==> src/rtl/mmul_drain.sv <==
// Drains one order x order result matrix from a first-word-fall-through FIFO onto a
// valid/ready stream. Optional trailing checksum beat when MMUL_DRAIN_CHECKSUM_EN is defined.
module mmul_drain #(
    parameter int order         = 64,
    parameter int counter_width = 6
) (
    input  logic        CLK,
    input  logic        RST,
    input  logic        START,
    output logic        Done,
    input  logic        fC_read_ready,
    output logic        fC_read_enable,
    input  logic [31:0] fC_read_data,
    output logic        out_valid,
    input  logic        out_ready,
    output logic [31:0] out_data,
    output logic        out_last_row,
    output logic        out_last,
    output logic        out_is_sum
);

    typedef enum logic [1:0] {IDLE, STREAM, SUM, FINISH} state_t;

    localparam logic [counter_width-1:0] LAST_IDX = counter_width'(order - 1);

    state_t                   state_r, state_s;
    logic [counter_width-1:0] col_r, row_r;
    logic                     all_popped_r;
    logic                     final_beat_r;
    logic                     done_r;
    logic                     out_valid_r, last_row_r, last_r, is_sum_r;
    logic [31:0]              data_r;
    logic                     pop_s, accept_s, last_word_s, start_s;
`ifdef MMUL_DRAIN_CHECKSUM_EN
    logic [31:0]              sum_r;
`endif

    assign fC_read_enable = pop_s;
    assign Done           = done_r;
    assign out_valid      = out_valid_r;
    assign out_data       = data_r;
    assign out_last_row   = last_row_r;
    assign out_last       = last_r;
    assign out_is_sum     = is_sum_r;

    // Pop/accept handshakes and next-state selection.
    always_comb begin
        accept_s    = out_valid_r & out_ready;
        start_s     = (state_r == IDLE) & START;
        last_word_s = (row_r == LAST_IDX) & (col_r == LAST_IDX);
        pop_s       = ~RST & (state_r == STREAM) & fC_read_ready & ~all_popped_r
                      & (~out_valid_r | out_ready);
        state_s     = state_r;
        case (state_r)
            IDLE: begin
                if (START) state_s = STREAM;
                else       state_s = IDLE;
            end
            STREAM: begin
                if (accept_s && final_beat_r) begin
`ifdef MMUL_DRAIN_CHECKSUM_EN
                    state_s = SUM;
`else
                    state_s = FINISH;
`endif
                end else begin
                    state_s = STREAM;
                end
            end
            SUM: begin
                if (accept_s) state_s = FINISH;
                else          state_s = SUM;
            end
            FINISH:  state_s = IDLE;
            default: state_s = IDLE;
        endcase
    end

    // State, position counters, running checksum and Done flag.
    always_ff @(posedge CLK) begin
        if (RST) begin
            state_r      <= IDLE;
            col_r        <= '0;
            row_r        <= '0;
            all_popped_r <= 1'b0;
            done_r       <= 1'b0;
`ifdef MMUL_DRAIN_CHECKSUM_EN
            sum_r        <= 32'd0;
`endif
        end else begin
            state_r <= state_s;
            if (start_s) begin
                col_r        <= '0;
                row_r        <= '0;
                all_popped_r <= 1'b0;
`ifdef MMUL_DRAIN_CHECKSUM_EN
                sum_r        <= 32'd0;
`endif
            end else if (pop_s) begin
                all_popped_r <= last_word_s;
`ifdef MMUL_DRAIN_CHECKSUM_EN
                sum_r        <= sum_r + fC_read_data;
`endif
                if (col_r == LAST_IDX) begin
                    col_r <= '0;
                    row_r <= (row_r == LAST_IDX) ? '0 : row_r + 1'b1;
                end else begin
                    col_r <= col_r + 1'b1;
                end
            end
            if (start_s)                   done_r <= 1'b0;
            else if (state_s == FINISH)    done_r <= 1'b1;
        end
    end

    // One-entry output register: reload on pop, swap in the checksum after the last data beat.
    always_ff @(posedge CLK) begin
        if (RST) begin
            out_valid_r  <= 1'b0;
            data_r       <= 32'd0;
            last_row_r   <= 1'b0;
            last_r       <= 1'b0;
            is_sum_r     <= 1'b0;
            final_beat_r <= 1'b0;
        end else if (pop_s) begin
            out_valid_r  <= 1'b1;
            data_r       <= fC_read_data;
            last_row_r   <= (col_r == LAST_IDX);
`ifdef MMUL_DRAIN_CHECKSUM_EN
            last_r       <= 1'b0;
`else
            last_r       <= last_word_s;
`endif
            is_sum_r     <= 1'b0;
            final_beat_r <= last_word_s;
        end else if (accept_s && final_beat_r && (state_r == STREAM)) begin
`ifdef MMUL_DRAIN_CHECKSUM_EN
            out_valid_r  <= 1'b1;
            data_r       <= sum_r;
            last_row_r   <= 1'b0;
            last_r       <= 1'b1;
            is_sum_r     <= 1'b1;
`else
            out_valid_r  <= 1'b0;
`endif
            final_beat_r <= 1'b0;
        end else if (accept_s) begin
            out_valid_r  <= 1'b0;
            final_beat_r <= 1'b0;
        end else begin
            out_valid_r  <= out_valid_r;
        end
    end

endmodule

==> config.mk <==
export PLATFORM = sky130hd
export DESIGN_NAME = mmul_drain
export DESIGN_NICKNAME = d
export VERILOG_FILES = /design/src/rtl/mmul_drain.sv
export SDC_FILE = /design/constraint.sdc
export NUM_CORES = 1
export LEC_CHECK = 0
export BUFFER_PORTS_ARGS = -buffer_cell sky130_fd_sc_hd__buf_4
export CAP_MARGIN = 20
export CORE_AREA = 2 2 94 51
export CTS_BUF_LIST = sky130_fd_sc_hd__clkbuf_4
export DETAILED_ROUTE_END_ITERATION = 8
export DIE_AREA = 0 0 96 53
export GPL_TIMING_DRIVEN = 1
export PLACE_DENSITY_LB_ADDON = 0.05
export SLEW_MARGIN = 20
export SYNTH_ARGS = -nofsm -noshare
export SYNTH_HDL_FRONTEND = slang
export SYNTH_SLANG_ARGS = --single-unit
==> constraint.sdc <==
create_clock -name CLK -period 1.9 [get_ports CLK]
set_input_delay 0.19 -clock CLK [delete_from_list [all_inputs] [get_ports CLK]]
set_output_delay 0.19 -clock CLK [all_outputs]
set_load 0.02 [all_outputs]
After elaboration in Yosys (flattened, before gate mapping)
Index checks and enable logic that the tools add are counted.

word-level totals
  register bits = 52
  output and inout port bits = 38

cells by class
  reduce and logical (&&, ||, !) cells = 6
  equal/unequal tests = 6
  bitwise logic cells = 11
  add/sub/neg operators = 2
  multiplexer cells = 10

operators with widths
  operator                                             count
  adder 6 x 1 -> 6 bit, second input constant          2
  equality test 6 bit, second input constant           2
  two-way mux 6 bit                                    2
  case mux 2 bit (4 select lines)                      1
  AND 1 bit                                            7
  equality test 2 bit, second input constant           3
  two-way mux 1 bit                                    6
  inverter 1 bit                                       3
  nonzero test 3 bit                                   1
  equality test 2 x 1 -> 1 bit, second input constant  1
  logical AND 1 bit                                    2
  zero test 2 bit                                      1
  two-way mux 2 bit                                    1
  AND reduction 2 bit                                  1
  OR reduction 2 bit                                   1
  OR 1 bit                                             1

Logic depth before layout (Yosys ltp)
  depth in word-level cells = 6
  gate-level depth with buffers = 6

Worst setup path before layout
Ideal clock, no wire load.

  path kind = register -> register
  from = register col_r[0]
  to = register row_r[3]
  setup slack = 282 ps
  library setup time = 70 ps
  buffers on the path = 0
  period minus slack after synthesis = 1618 ps
  data arrival time = 1548 ps
  stages on the path, launching flop included = 6
  path through = dfxtp_1 ha_1 and3_1 nand3_1 or4_1 a21oi_1

on the way
  word-level cells in the longest chain between the ends = 2

ends and longest elaborated chain
  item                           line  text
  from (decl)                    27    logic [counter_width-1:0] col_r, row_r;
  from (signal assigned)         108   col_r <= col_r + 1'b1;
  equality test 6 bit            104   if (col_r == LAST_IDX) begin
  AND reduction 2 bit (no line)  -
  to (signal assigned)           106   row_r <= (row_r == LAST_IDX) ? '0 : row_r + 1'b1;
  to (decl)                      27

No other way between the ends.
A chain may end at the register's enable or synchronous reset.

Worst setup path after layout
  from = register col_r[1]
  to = register row_r[0]

Same word-level chain as after synthesis.

==> results.py <==
metrics = {
    "status": {
        "status": "finished clean",
    },
    "yosys": {
        "ys_seq_elements": 52,
        "synth_top_area_cell": "dfxtp_1",
        "synth_seq_area_share_pct": 50.4,
        "synth_area_leaders": "dfxtp_1 (50%), nand2_1 (13%), a21oi_1 (11%)",
        "syn_area_sq_mm": 0.00207,
        "async_flop_share_pct": 0,
        "synth_cell_types": 39,
        "synthCells": 253,
        "ys_warn_count": 0,
        "syn_area_per_cell_sq_um": 8.16,
        "syn_nets": 292,
        "synth_top_flop_cell": "dfxtp_1",
        "synth-edff-count": 0,
        "yosysTopAreaCellShare_pct": 50.4,
    },
    "cts": {
        "cts_tree": "done",
        "cts_buffers": 5,
        "holdBufCountCts": 0,
        "htreeDepth": 2,
        "clock_latency_ps": 350,
        "root_buffer": "clkbuf_4",
        "cts.sinks": 52,
        "clockBufferDepth": 2,
        "clkTransAtPathRegs_ps": 150,
    },
    "sta": {
        "report.final.setup_viol": 0,
        "finalClockSkew_ps": 10.0,
        "max_freq_mhz": 563,
        "layout_min_cycle_time_ps": 1780,
        "fin_crit_sh_pct": 93.6,
        "report.final.hold_viol_count": 0,
        "slew_violations": 0,
    },
    "die": {
        "coreArea_sq_mm": 0.00423,
        "rows": 17,
        "start_util_pct": 48.8,
        "die_area_sq_mm": 0.00509,
        "fp.dieW_um": 96,
        "ioPinCount": 75,
        "die_y_um": 53,
    },
    "drt": {
        "avgRoutedWirePerCell_um": 12.9,
        "via_count": 1984,
        "first_iter_violations": 79,
        "routed_via_density": 5.17,
        "dr.pass1.iters": 4,
        "drt_wl_total_um": 4960,
        "ant_nets": 0,
        "remaining_drc_errors": 0,
    },
    "final_layout": {
        "stdcell_area_sq_mm": 0.00279,
        "layout-drive-gt1-share_pct": 29.1,
        "layout.cells.non_filler": 384,
        "final_cell_mix": "buf_4 (80), nand2_1 (72), dfxtp_1 (52)",
        "nets": 366,
        "synthToLayoutAreaGrowth_pct": 35.3,
        "fillers": 373,
        "final_common_cell": "buf_4",
        "antenna_cells": 0,
    },
    "pwr": {
        "ir_drop_mv": 0.484,
        "power_density_mw_per_mm2": 743,
        "finalPower_mw": 2.08,
        "p_leak_nw": 1.12,
    },
    "place": {
        "postPlaceCellArea_sq_mm": 0.00267,
        "place_congestion": 0.783,
        "hpwl_um": 3550,
        "placed_cells": 375,
        "numPortBuffers": 73,
    },
    "global_routing": {
        "grt_pass1_vias": 1733,
        "grtUsageTotal_pct": 20.3,
        "grt_overflow": 0,
        "grt_max_degree": 29,
        "grt_pass1_wl_um": 7850,
        "antenna_found_initial": 0,
    },
    "setup_path": {
        "startpoint_type": "register",
        "cpPeakStageDelay_ps": 520,
        "required_ps": 2200,
        "crit_arrival_ps": 2080,
        "crit_chain": "ha_1 > and3_1 > nand3_2 > or4_1 > a21oi_1",
        "critPathSlowestCell": "or4_1",
        "critPathMaxFanout": 10,
        "critPathKind": "reg2reg",
        "r2r_slack_ps": 120,
        "endpoint_kind": "register",
    },
    "min_path": {
        "min_path_type": "in2reg",
    },
    "flow_run": {
        "maxCapViolCount": 0,
    },
}
==> power breakdown <==
group	internal, mW	total [mW]	switching, mW
Sequential	1.11	1.13	0.0130
Combinational	0.103	0.212	0.108
Clock	0.403	0.740	0.336
==> state kept, by name, indices dropped and copies added, names as in the netlist, 2 cells and up <==
name and flops:
row_r 6, out_data 32, state_r 2, col_r 6
==> worst max-delay path, delay by kind of cell (launching register included) <==
| kind | cells | cell delay, ps |
|---|---|---|
| AND/OR/NAND/NOR | 3 | 910 |
| flip-flops | 1 | 430 |
| adder cells (fa/ha/maj) | 1 | 230 |
| AO/OA/AOI/OAI | 1 | 150 |
==> cells in the mapped netlist, types with 3 or more instances <==
cell type	count
o21ai_0	5
nor2_1	3
nand3_1	7
a21oi_1	46
nand4_1	3
clkbuf_1	5
dfxtp_1	52
nor3_1	7
buf_2	4
o31ai_1	3
and3_1	5
or4_1	4
inv_1	4
nand2_1	72
buf_1	3
==> area by class of cell <==
class | instances | area (sq um) | area share (%)
Clock buffer | 5 | 37.5 | 1.34
Clock inverter | 2 | 60.1 | 2.15
Inverter | 5 | 21.3 | 0.761
Multi-Input combinational cell | 182 | 942 | 33.7
Sequential cell | 52 | 1040 | 37.3
Tap cell | 57 | 71.3 | 2.55
Timing Repair Buffer | 81 | 621 | 22.2
==> cell families after synthesis <==
| kind of cell | count (synthesis) | synth area share [%] |
|---|---|---|
| AO/OA/AOI/OAI | 61 | 16.1 |
| XOR/XNOR | 2 | 0.848 |
| flip-flops | 52 | 50.4 |
| adder cells (fa/ha/maj) | 2 | 1.21 |
| multiplexers | 1 | 0.485 |
| buffers and inverters | 19 | 4.24 |
| AND/OR/NAND/NOR | 115 | 26.5 |
| other | 1 | 0.182 |
==> path summary, 6_finish.rpt <==
path	startpoint	end	cells after the start
setup / recovery	col_r[1]	row_r[0]	5
hold / removal	fC_read_data[2]	out_data[2]	3
hold reg to reg	out_last_row	out_last_row	2
setup reg to reg	col_r[1]	row_r[0]	5
==> per-stage QoR <==
stage / TNS [ps] / hold WS [ps] / utilization [%] / setup slack [ps]
after global routing: -11.1 / 38.4 / 66.0 / -11.1
after floorplan: 0 / 326 / - / 282
after global placement: 0 / 437 / 63.2 / 181
final: 0 / 57.4 / 66.0 / 122
after detailed placement: 0 / 445 / 63.2 / 96.6
after CTS: 0 / 45.9 / 65.9 / 74.0
==> per-layer routing <==
metal	global-route usage, %	part of all wire (%)	wire length, um
met1	26.9	48	2360
met2	30.9	43	2110
met3	8.12	9.1	450
met4	5.00	0.75	37
met5	0	0	0
==> what timing repair did <==
action,in CTS,in global routing
gates resized for setup,1,1
endpoints found under the setup margin,1,3
buffers inserted,2,0
No activity file was read; power rests on OpenSTA's default activity.
